**src/rtl/node_pkg.sv**
```systemverilog
// node_pkg: constants, state type and address helper shared by the node
// datapath and its upstream feeder.
package node_pkg;

    localparam int N_INPUTS     = 64;
    localparam int DATA_W       = 16;
    localparam int CNT_W        = 7;
    localparam int SEL_W        = 4;
    localparam int DRAIN_CYCLES = 2;

    localparam int IDX_W   = $clog2(N_INPUTS);
    localparam int ADDR_W  = SEL_W + IDX_W;
    localparam int DRAIN_W = $clog2(DRAIN_CYCLES + 1);

    typedef enum logic [2:0] {
        LOAD     = 3'd0,
        CLEAR    = 3'd1,
        PREFETCH = 3'd2,
        STREAM   = 3'd3,
        DRAIN    = 3'd4,
        DONE     = 3'd5
    } feeder_state_t;

    // Concatenation keeps every index inside its own coefficient set.
    function automatic logic [ADDR_W-1:0] coef_addr_f(
        input logic [SEL_W-1:0] sel,
        input logic [IDX_W-1:0] idx
    );
        return {sel, idx};
    endfunction

endpackage

```
**src/rtl/node_feeder_buf.sv**
```systemverilog
// node_feeder_buf: sample RAM for the feeder, one or two banks of N_INPUTS
// words. Registered write, combinational read by index.
module node_feeder_buf
    import node_pkg::*;
#(
    parameter int N_BANKS = 1
) (
    input  logic              clk,
    input  logic              we,
    input  logic              wr_bank,
    input  logic [IDX_W-1:0]  wr_addr,
    input  logic [DATA_W-1:0] wr_data,
    input  logic              rd_bank,
    input  logic [IDX_W-1:0]  rd_idx,
    output logic [DATA_W-1:0] rd_data
);

    logic [DATA_W-1:0] bank_rd [N_BANKS];

    genvar gi;
    generate
        for (gi = 0; gi < N_BANKS; gi++) begin : g_bank
            logic [DATA_W-1:0] mem [N_INPUTS];
            logic              bank_we;

            assign bank_we = we && ((N_BANKS == 1) || (wr_bank == 1'(gi)));

            // Store the accepted sample into this bank.
            always_ff @(posedge clk) begin
                if (bank_we) begin
                    mem[wr_addr] <= wr_data;
                end
            end

            assign bank_rd[gi] = mem[rd_idx];
        end
    endgenerate

    assign rd_data = ((N_BANKS == 1) || !rd_bank) ? bank_rd[0] : bank_rd[N_BANKS-1];

endmodule

```
**src/rtl/node_feeder.sv**
```systemverilog
// node_feeder: buffers one input vector, fetches the node's coefficients
// from a synchronous ROM and streams sample/coefficient pairs into node.
// Optional feature macro: NODE_FEEDER_PING_PONG_EN (two banks, loading
// overlaps streaming).
module node_feeder
    import node_pkg::*;
(
    input  logic              clk,
    input  logic              n_rst,
    input  logic              in_valid,
    input  logic [DATA_W-1:0] in_data,
    output logic              in_ready,
    input  logic [SEL_W-1:0]  node_sel,
    output logic [ADDR_W-1:0] coef_addr,
    input  logic [DATA_W-1:0] coef_rdata,
    output logic              reset_acc,
    output logic              start,
    output logic [CNT_W-1:0]  cnt_val,
    output logic [DATA_W-1:0] coef,
    output logic [DATA_W-1:0] data_out,
    output logic              vec_done,
    output logic              busy
);

    localparam logic [IDX_W-1:0] LAST_IDX = IDX_W'(N_INPUTS - 1);

    feeder_state_t      state_q, state_d;
    logic [IDX_W-1:0]   wr_ptr_q, wr_ptr_d;
    logic [IDX_W-1:0]   rd_idx_q, rd_idx_d;
    logic [SEL_W-1:0]   node_sel_q, node_sel_d;
    logic [ADDR_W-1:0]  coef_addr_q, coef_addr_d;
    logic [DRAIN_W-1:0] drain_cnt_q, drain_cnt_d;
    logic               ready_en_q;

    logic               wr_en;
    logic               wr_last;
    logic               wr_bank;
    logic               rd_bank;
    logic               load_ready;
    logic               next_ready;
    logic [DATA_W-1:0]  rd_data;

    assign wr_en   = in_valid && in_ready;
    assign wr_last = wr_en && (wr_ptr_q == LAST_IDX);

`ifdef NODE_FEEDER_PING_PONG_EN
    localparam int N_BANKS = 2;

    logic       wr_bank_q, wr_bank_d;
    logic       rd_bank_q, rd_bank_d;
    logic [1:0] full_q, full_d;

    assign wr_bank    = wr_bank_q;
    assign rd_bank    = rd_bank_q;
    assign in_ready   = ready_en_q && !full_q[wr_bank_q];
    assign load_ready = full_q[rd_bank_q] || (wr_last && (wr_bank_q == rd_bank_q));
    assign next_ready = full_q[~rd_bank_q] || (wr_last && (wr_bank_q != rd_bank_q));

    // Bank bookkeeping: a bank fills on its last write and frees in DONE.
    always_comb begin
        wr_bank_d = wr_bank_q;
        rd_bank_d = rd_bank_q;
        full_d    = full_q;
        if (wr_last) begin
            full_d[wr_bank_q] = 1'b1;
            wr_bank_d         = ~wr_bank_q;
        end
        if (state_q == DONE) begin
            full_d[rd_bank_q] = 1'b0;
            rd_bank_d         = ~rd_bank_q;
        end
    end

    // Bank pointer and full-flag registers.
    always_ff @(posedge clk) begin
        if (!n_rst) begin
            wr_bank_q <= 1'b0;
            rd_bank_q <= 1'b0;
            full_q    <= 2'b00;
        end else begin
            wr_bank_q <= wr_bank_d;
            rd_bank_q <= rd_bank_d;
            full_q    <= full_d;
        end
    end
`else
    localparam int N_BANKS = 1;

    assign wr_bank    = 1'b0;
    assign rd_bank    = 1'b0;
    assign in_ready   = ready_en_q && (state_q == LOAD);
    assign load_ready = wr_last;
    assign next_ready = 1'b0;
`endif

    node_feeder_buf #(
        .N_BANKS (N_BANKS)
    ) u_buf (
        .clk     (clk),
        .we      (wr_en),
        .wr_bank (wr_bank),
        .wr_addr (wr_ptr_q),
        .wr_data (in_data),
        .rd_bank (rd_bank),
        .rd_idx  (rd_idx_q),
        .rd_data (rd_data)
    );

    // Sequencer next-state: the ROM address register runs one index ahead of
    // rd_idx so that coef_rdata lines up with the step being streamed.
    always_comb begin
        state_d     = state_q;
        wr_ptr_d    = wr_ptr_q;
        rd_idx_d    = rd_idx_q;
        node_sel_d  = node_sel_q;
        coef_addr_d = coef_addr_q;
        drain_cnt_d = drain_cnt_q;

        if (wr_en) begin
            wr_ptr_d = wr_last ? '0 : wr_ptr_q + 1'b1;
        end

        unique case (state_q)
            LOAD: begin
                if (load_ready) begin
                    state_d = CLEAR;
                end
            end
            CLEAR: begin
                node_sel_d  = node_sel;
                coef_addr_d = coef_addr_f(node_sel, '0);
                rd_idx_d    = '0;
                state_d     = PREFETCH;
            end
            PREFETCH: begin
                coef_addr_d = coef_addr_f(node_sel_q, IDX_W'(1));
                state_d     = STREAM;
            end
            STREAM: begin
                // Stop advancing once the last index is addressed.
                if (rd_idx_q < (LAST_IDX - 1'b1)) begin
                    coef_addr_d = coef_addr_f(node_sel_q, rd_idx_q + IDX_W'(2));
                end
                if (rd_idx_q == LAST_IDX) begin
                    rd_idx_d    = '0;
                    drain_cnt_d = '0;
                    state_d     = DRAIN;
                end else begin
                    rd_idx_d = rd_idx_q + 1'b1;
                end
            end
            DRAIN: begin
                if (drain_cnt_q == DRAIN_W'(DRAIN_CYCLES - 1)) begin
                    state_d = DONE;
                end else begin
                    drain_cnt_d = drain_cnt_q + 1'b1;
                end
            end
            DONE: begin
                state_d = next_ready ? CLEAR : LOAD;
            end
            default: begin
                state_d = LOAD;
            end
        endcase
    end

    // Sequencer registers; ready_en_q holds in_ready low through reset.
    always_ff @(posedge clk) begin
        if (!n_rst) begin
            state_q     <= LOAD;
            wr_ptr_q    <= '0;
            rd_idx_q    <= '0;
            node_sel_q  <= '0;
            coef_addr_q <= '0;
            drain_cnt_q <= '0;
            ready_en_q  <= 1'b0;
        end else begin
            state_q     <= state_d;
            wr_ptr_q    <= wr_ptr_d;
            rd_idx_q    <= rd_idx_d;
            node_sel_q  <= node_sel_d;
            coef_addr_q <= coef_addr_d;
            drain_cnt_q <= drain_cnt_d;
            ready_en_q  <= 1'b1;
        end
    end

    assign coef_addr = coef_addr_q;
    assign reset_acc = (state_q == CLEAR);
    assign start     = (state_q == STREAM);
    assign cnt_val   = start ? CNT_W'(rd_idx_q) : '0;
    assign coef      = start ? coef_rdata : '0;
    assign data_out  = start ? rd_data : '0;
    assign vec_done  = (state_q == DONE);
    assign busy      = (state_q != LOAD);

endmodule

```
**config.mk**
```make
export PLATFORM = sky130hd
export DESIGN_NAME = node_feeder
export DESIGN_NICKNAME = d
export VERILOG_FILES = /design/src/rtl/node_pkg.sv /design/src/rtl/node_feeder_buf.sv /design/src/rtl/node_feeder.sv
export SDC_FILE = /design/constraint.sdc
export NUM_CORES = 1
export LEC_CHECK = 0
export BUFFER_PORTS_ARGS = -buffer_cell sky130_fd_sc_hd__buf_2
export CORE_AREA = 2 2 277 307
export DETAILED_ROUTE_END_ITERATION = 7
export DIE_AREA = 0 0 279 309
export MAX_ROUTING_LAYER = met4
export PLACE_DENSITY = 0.73
export SKIP_CTS_REPAIR_TIMING = 1
export SKIP_LAST_GASP = 1
export SYNTH_ARGS = -nofsm -noshare
export SYNTH_HDL_FRONTEND = slang
export SYNTH_SLANG_ARGS = --single-unit
```
**constraint.sdc**
```tcl
create_clock -name clk -period 3.54 [get_ports clk]
set_clock_uncertainty 0.1 [all_clocks]
set_input_delay 0.354 -clock clk [delete_from_list [all_inputs] [get_ports clk]]
set_output_delay 0.354 -clock clk [all_outputs]
set_load 0.1 [all_outputs]
```
==> impl_metrics.ini, run 1 <==
[outcome]
status = finished, violations left
violations = negative setup slack

[drt]
drtAntennaViolNets = 0
vias_per_cell = 6.29
drc = 0
drt_first_iter_violations = 2780
routed_wl_mm = 102
drt-wirelength-per-cell_um = 29.7
vias = 21600
dr.pass1.iters = 6

[floorplanning]
die_w_um = 279
core-area_um2 = 82900
start_util = 0.497
die_area_um2 = 86200
ios = 93
chipHeight_um = 309
std_cell_rows = 111

[setup_path]
reg2reg_slack_ns = 0.34
critPathMaxFanout = 14
cp_common_cell = buf_12
rr_worst_depth = 7
cp.depth = 8
reg2reg_from = state_q[0]
crit_arrival_ns = 3.13
slowest_stage = mux4_2
rr_endpoint = u_buf.g_bank[0].mem[34][9]
slowest_delay_ns = 0.50
required_ns = 3.09
cp_num_buf_inv = 3
critical-path-top-delay-family = multiplexers
worstPathCellList = buf_12 > buf_16 > mux4_2 > mux2i_1 > a22o_1 > nor4_2 > a31o_1 > buf_12
end_kind = output pin
critical_path_class = reg -> out
start_kind = register

[timing]
fin_setup_tns_ns = -0.0454
tightest_slew_ns = 1.32
rsz0062_at_grt = true
report.final.slew_viol_count = 0
timing.final.crit_period_ns = 3.58
fin_ws_ns = -0.0435
setup_viol = 2
slew_headroom = 0.122
hold_viol = 0
fin_crit_sh = 1.01
clock.fmax_mhz = 279

[final_layout]
multi_input_area_um2 = 9470
n_fill_cell = 5726
seq_area_um2 = 31500
drive_gt1_frac = 0.334
final_util = 0.585
area_growth_pct = 17.7
nets = 2321

[power_and_ir_drop]
powerDensity_nw_per_um2 = 509
p_sw_mw = 4.87
ir_worst_vdd_mv = 0.339
switching_share = 0.197
p_seq_frac = 0.559
combPwrFrac = 0.012
p_clk_frac = 0.429
p_leak_nw = 15.2
internal_power_mw = 19.8

[synth]
synth-edff-count = 1024
syn_area_um2 = 41200
syn_nets = 2026
ys.flop_type = edfxtp_1
syn_avg_cell_area_um2 = 20.8
synth-async-reset-ratio = 0
synth_area_leader_cell = edfxtp_1
synth_commonest_cells = edfxtp_1 (1024), mux4_2 (241), nor2_1 (87)
yosys.area.top_type_share = 0.746
ys_warn_count = 0
synth.distinct_cells = 54
synth_most_common_cell = edfxtp_1
yosys-top-cells-area = edfxtp_1 (75%), mux4_2 (13%), dfxtp_1 (1.8%)
yosysSeqAreaShare = 0.765
ys_seq_elements = 1062
synthCells = 1983

[cts]
cts_tree = done
cts_root_buf = clkbuf_16
cts.clk_slew.worst_paths_ns = 0.06
cts_buffer_depth = 3
cts_buffers = 102
cts_num_sinks = 1062
clk_latency_ns = 0.67
htreeDepth = 3

[global_route]
grt_pass1_vias = 21000
grt_overflow_total = 0
grt_usage = 0.238
grt_max_degree = 65
grt_pass1_wl_mm = 144
antenna_found_initial = 5

[worst_hold_path]
whs_endpoint = ready_en_q
hold_depth = 1
hold_path_class = in -> reg
hp-start = n_rst

[run]
maxCapViolCount = 0

[placed_design]
place.gp.congestion = 0.896
port_buffers = 91
hpwl_mm = 60.5
## power by group through the flow
stage	clock network (mW)	registers, mW	logic (mW)
final	10.6	13.8	0.304
after global routing	11.2	13.8	0.325
after CTS	10.7	13.8	0.300
after detailed placement	0	14.1	0.301
after global placement	0	14.1	0.280
after floorplan	0	14.1	0.0448
## routing by layer
metal / part of all wire / global-route usage / wire length [um] / vias up
li1: - / - / - / 8834
met1: 0.38 / 0.317 / 39200 / 11300
met4: 0.030 / 0.0821 / 3030 / 0
met3: 0.090 / 0.0349 / 9200 / 175
met2: 0.50 / 0.379 / 50700 / 1290
met5: 0 / - / 0 / -
## placed cells by master, fill, tap and decap left out, types with 19 or more instances in the layout
cell type / count
buf_2: 75
dfxtp_1: 32
nand3_1: 27
buf_12: 29
mux4_2: 241
o22ai_1: 23
nand2_1: 67
edfxtp_1: 1024
and2_1: 32
mux2i_1: 57
clkinv_2: 19
nor2_1: 86
a211oi_2: 21
clkinv_1: 29
clkbuf_16: 112
buf_4: 163
## flip-flops by register name (all words and copies together) (netlist names), named ones only
signal,count
drain_cnt_q,2
coef_addr,10
node_sel_q,4
rd_idx_q,6
wr_ptr_q,6
state_q,3
ready_en_q,1
u_buf.g_bank.mem,1024
## worst max-delay path by stage
stage,from,endpoint,slack [ns]
after global placement,state_q[0],data_out[6],0.14
after floorplan,register,data_out[15],0.02
after global routing,state_q[0],data_out[2],-0.07
after detailed placement,state_q[0],data_out[6],0.07
after CTS,state_q[0],data_out[6],-0.66
final,register,data_out[2],-0.04
## per-stage QoR
stage	std cells	area [um^2]	total power, mW	hold slack, ns	setup slack, ns
2_1_floorplan	1983	41200	14.1	0.282	0.0205
3_3_place_gp	3191	44000	14.3	0.355	0.139
3_5_place_dp	3191	44000	14.4	0.364	0.0698
4_1_cts	3382	47200	24.8	-0.175	-0.658
5_1_grt	3440	48500	25.3	0.0407	-0.0724
6_report	3440	48500	24.7	0.0365	-0.0435
## cell type report
cell class	count	share of cell area
Antenna cell	2	0.000103
Multi-Input combinational cell	802	0.195
Clock inverter	74	0.0133
Tap cell	1073	0.0277
Clock buffer	117	0.0538
Inverter	7	0.000542
Sequential cell	1062	0.650
Timing Repair Buffer	303	0.0591
## cells by family after synthesis
family	after synthesis	synth area share
multiplexers	327	0.153
XOR/XNOR	7	0.00149
AND/OR/NAND/NOR	286	0.0332
adder cells (fa/ha/maj)	4	0.00121
buffers and inverters	119	0.0164
AO/OA/AOI/OAI	177	0.0299
other	1	0.0000910
flip-flops	1062	0.765
Note: power is estimated with default switching activity, not from simulation.
==> inputs of run 2 (changes only) <==
--- a/config.mk
+++ b/config.mk
@@ -6,11 +6,11 @@
 export NUM_CORES = 1
 export LEC_CHECK = 0
 export BUFFER_PORTS_ARGS = -buffer_cell sky130_fd_sc_hd__buf_2
-export CORE_AREA = 2 2 277 307
+export CORE_AREA = 2 2 291 293
 export DETAILED_ROUTE_END_ITERATION = 7
-export DIE_AREA = 0 0 279 309
+export DIE_AREA = 0 0 293 295
 export MAX_ROUTING_LAYER = met4
-export PLACE_DENSITY = 0.73
+export PLACE_DENSITY = 0.72
 export SKIP_CTS_REPAIR_TIMING = 1
 export SKIP_LAST_GASP = 1
 export SYNTH_ARGS = -nofsm -noshare
==> run 2 against run 1 <==
The run ends with negative hold slack, negative setup slack left. Clock power grew 5%. Count of clock-buffer cells in the layout increased by 8. Worst hold slack lost 0.046 ns. Combinational power decreased by 2%. Power increased by 2.0%. Utilization shrank 0.062 points. Setup slack lost 0.033 ns.
==> impl_metrics.ini, run 2 (synthesized netlist as in run 1, its figures left out) <==
[outcome]
status = finished, violations left
violations = negative hold slack, negative setup slack

[cts]
cts_root_buf = clkbuf_16
cts_tree = done
cts_num_sinks = 1062
htreeDepth = 3
clk_latency_ns = 0.67
cts.clk_slew.worst_paths_ns = 0.07
cts_buffers = 102
cts_buffer_depth = 3

[final_layout]
drive_gt1_frac = 0.328
design_area_um2 = 48600
final_common_cell = edfxtp_1
largest_reg_flops = 1024
top_register = u_buf.g_bank.mem
nets = 2320
final_cell_mix = edfxtp_1 (1024), mux4_2 (241), buf_4 (158), clkbuf_16 (110), nor2_1 (85)
area_growth_pct = 17.9

[global_route]
grt_max_degree = 65
grt_overflow_total = 0
grt_usage = 0.236
grt_pass1_vias = 21100
antenna_found_initial = 4
grt_pass1_wl_mm = 143

[setup_path]
start_kind = register
crit_arrival_ns = 3.16
end_kind = output pin
required_ns = 3.09
critPathMaxFanout = 6
rr_worst_depth = 8
critical_path_class = reg -> out

[worst_hold_path]
hold_path_class = in -> reg
hold_depth = 1

[floorplanning]
chipHeight_um = 295
start_util = 0.496
core-area_um2 = 83200
std_cell_rows = 106
die_area_um2 = 86400
ios = 93
die_w_um = 293

[power_and_ir_drop]
powerDensity_nw_per_um2 = 518
p_leak_nw = 15.3
ir_worst_vdd_mv = 0.435

[timing]
hold_viol = 1
timing.hold.ws_ns = -0.00903
tightest_slew_ns = 1.40
timing.final.crit_period_ns = 3.62
setup_viol = 4
fin_crit_sh = 1.02
clock.fmax_mhz = 277
fin_ws_ns = -0.0762
report.final.slew_viol_count = 0
rsz0062_at_grt = true
slew_headroom = 0.0673

[drt]
drt_first_iter_violations = 2683
vias_per_cell = 6.24
drt-wirelength-per-cell_um = 29.5
dr.pass1.iters = 7
routed_wl_mm = 102
drc = 0
drtAntennaViolNets = 0
vias = 21500

[placed_design]
placed_area_um2 = 44100
port_buffers = 91
place.gp.congestion = 0.850
hpwl_mm = 59.7

[run]
maxCapViolCount = 0
## run 2: cell count changes in the layout (fill, tap and decap cells not counted), moves of 7 or more
cell      before  now
a211oi_1       4   14
a211oi_2      21    7
o22ai_1       23   30
clkinv_1      29   20
## run 2: final timing paths
kind	startpoint	endpoint	slack, ns
worst max-delay path	register	data_out[0]	-0.08
worst min-delay path	n_rst	ready_en_q	-0.009
worst max register to register	state_q[0]	u_buf.g_bank[0].mem[62][1]	0.52
worst min register to register	coef_addr[2]	coef_addr[2]	0.37
## run 2: metal layers
metal | share of wire | GRT usage | up-vias
li1 | - | - | 8842
met1 | 0.38 | 0.319 | 11200
met2 | 0.49 | 0.368 | 1335
met3 | 0.10 | 0.0466 | 185
met4 | 0.029 | 0.0722 | 0
met5 | 0 | - | -
## run 2: layout make-up
cell class,instances,area [um^2]
fill,5755,34600
sequential,1062,31500
multi-input combinational,802,9390
timing repair buffer,302,2820
clock buffer,125,2660
tap,1080,1350
clock inverter,67,790
inverter,7,26.3
antenna,5,12.5
## run 2: critical path: stages (launching register included)
cell	delay, ns
dfxtp_4	0.40
buf_6	0.16
buf_12	0.16
buf_8	0.14
buf_4	0.11
mux4_2	0.48
mux2i_1	0.17
nor2_1	0.12
a211oi_4	0.36
o32ai_4	0.17
buf_12	0.21
## run 2: report_power, final
group	internal, mW	switching [mW]	total, mW
combinational	0.0456	0.252	0.298
clock	6.41	4.66	11.1
sequential	13.8	0.00565	13.8
## run 2: metrics by stage
stage | setup slack [ns] | util | setup TNS [ns] | cells | total power, mW
after floorplan | 0.0205 | - | 0 | 1983 | 14.1
after global placement | -0.0511 | 0.531 | -0.0928 | 3217 | 14.3
after detailed placement | -0.0627 | 0.531 | -0.0645 | 3217 | 14.3
after CTS | -0.786 | 0.572 | -7.98 | 3409 | 25.3
after global routing | -0.101 | 0.584 | -0.513 | 3447 | 25.8
final | -0.0762 | 0.584 | -0.126 | 3450 | 25.2
==> inputs of run 3 (changes only) <==
--- a/config.mk
+++ b/config.mk
@@ -11,6 +11,7 @@
 export DIE_AREA = 0 0 293 295
 export MAX_ROUTING_LAYER = met4
 export PLACE_DENSITY = 0.72
+export SETUP_SLACK_MARGIN = 0.02
 export SKIP_CTS_REPAIR_TIMING = 1
 export SKIP_LAST_GASP = 1
 export SYNTH_ARGS = -nofsm -noshare
==> run 3 against run 2 <==
The run still ends with negative hold slack, negative setup slack left. Wire length increased by 0.13%. Worst hold slack improved by 0.0066 ns. Setup slack improved by 0.060 ns. Sequential share of layout area decreased by 0.12 points. Flip-flop and latch count unchanged. Critical path depth decreased by 1. Count of clock-buffer cells in the layout unchanged. Non-clock buffer count increased by 4. Register-to-register slack about the same. Die area unchanged.
==> impl_metrics.ini, run 3 (synthesized netlist as in run 1, its figures left out) <==
[outcome]
status = finished, violations left
violations = negative hold slack, negative setup slack

[setup_path]
rr_endpoint = u_buf.g_bank[0].mem[62][3]
required_ns = 3.09
slowest_delay_ns = 0.52
critical-path-top-delay-family = multiplexers
end_kind = output pin
slowest_stage = mux4_2
worstPathCellList = buf_6 > buf_4 > clkbuf_16 > mux4_2 > mux2_4 > nand2_1 > nand3_1 > a22o_1 > buf_12
crit_arrival_ns = 3.10
reg2reg_from = state_q[0]
critical_path_class = reg -> out
cp_num_buf_inv = 4
cp.depth = 9
start_kind = register
endpoint = data_out[7]
critPathMaxFanout = 5
reg2reg_slack_ns = 0.53
rr_worst_depth = 8

[global_route]
grt_pass1_wl_mm = 143
antenna_found_initial = 3
grt_pass1_vias = 21100
grt_overflow_total = 0
grt_usage = 0.236
grt_max_degree = 65

[final_layout]
final_common_cell = edfxtp_1
nets = 2324
final_cell_mix = edfxtp_1 (1024), mux4_2 (241), buf_4 (161), clkbuf_16 (110), nor2_1 (84)
drive_gt1_frac = 0.331
n_fill_cell = 5742
area_growth_pct = 18.1
largest_reg_flops = 1024
design_area_um2 = 48700
top_register = u_buf.g_bank.mem

[timing]
timing.hold.ws_ns = -0.00246
fin_crit_sh = 1.00
setup_viol = 1
fin_ws_ns = -0.0158
timing.final.crit_period_ns = 3.56
hold_viol = 1
clock.fmax_mhz = 281
slew_headroom = 0.0858
report.final.slew_viol_count = 0
rsz0062_at_grt = true
tightest_slew_ns = 1.37

[placed_design]
port_buffers = 91
placed_area_um2 = 44100
hpwl_mm = 59.7
dp_slack_ns = -0.0627
place.gp.congestion = 0.850

[worst_hold_path]
hold_path_class = in -> reg
hold_depth = 1

[floorplanning]
core-area_um2 = 83200
std_cell_rows = 106
chipHeight_um = 295
die_w_um = 293
start_util = 0.496
ios = 93
die_area_um2 = 86400

[cts]
cts_buffers = 102
cts_num_sinks = 1062
cts_tree = done
cts_root_buf = clkbuf_16
clk_latency_ns = 0.67
htreeDepth = 3
cts.clk_slew.worst_paths_ns = 0.07
cts_buffer_depth = 3

[drt]
dr.pass1.iters = 5
vias = 21400
vias_per_cell = 6.21
drc = 0
routed_wl_mm = 102
drt_first_iter_violations = 2814
drtAntennaViolNets = 0
drt-wirelength-per-cell_um = 29.6

[power_and_ir_drop]
power_mw = 25.2
ir_worst_vdd_mv = 0.437
powerDensity_nw_per_um2 = 517
p_leak_nw = 15.3

[run]
maxCapViolCount = 0
## run 3: cell types whose count changed in the layout (fill, tap and decap cells not counted), sizes merged
cell,change
buf,+4
diode,-3
clkinvlp,+1
inv,-1
## run 3: power breakdown
group	leakage, nW	internal [mW]	switching (mW)
combinational	4.11	0.0456	0.252
clock	1.66	6.41	4.69
sequential	9.52	13.8	0.00573
## run 3: metal layers
metal / track usage / share of wire / vias to the layer above / wire [um]
met5: - / 0 / - / 0
met4: 0.0722 / 0.029 / 0 / 2940
met3: 0.0466 / 0.11 / 177 / 11000
met2: 0.368 / 0.49 / 1299 / 50000
met1: 0.319 / 0.37 / 11100 / 38100
li1: - / - / 8827 / -
## run 3: layout make-up
class | instances | area [um^2] | share of cell area
Inverter | 7 | 30.0 | 0.000617
Timing Repair Buffer | 306 | 2870 | 0.0589
Multi-Input combinational cell | 802 | 9440 | 0.194
Clock buffer | 125 | 2660 | 0.0546
Tap cell | 1080 | 1350 | 0.0278
Clock inverter | 67 | 790 | 0.0162
Sequential cell | 1062 | 31500 | 0.648
Antenna cell | 2 | 5.00 | 0.000103
## run 3: worst min-delay path by stage
stage | start | end | slack, ns
2_1_floorplan | n_rst | ready_en_q | 0.28
3_3_place_gp | coef_addr[2] | coef_addr[2] | 0.35
3_5_place_dp | coef_addr[2] | coef_addr[2] | 0.36
4_1_cts | node_sel[0] | node_sel_q[0] | -0.18
5_1_grt | n_rst | ready_en_q | 0.0005
6_report | n_rst | ready_en_q | -0.002
## run 3: through the flow
| step | hold slack, ns | cells | setup TNS, ns | util |
|---|---|---|---|---|
| after floorplan | 0.282 | 1983 | 0 | - |
| after global placement | 0.351 | 3217 | -0.0928 | 0.531 |
| after detailed placement | 0.356 | 3217 | -0.0645 | 0.531 |
| after CTS | -0.179 | 3409 | -7.98 | 0.572 |
| after global routing | 0.000470 | 3450 | -0.397 | 0.585 |
| final | -0.00246 | 3451 | -0.0158 | 0.585 |
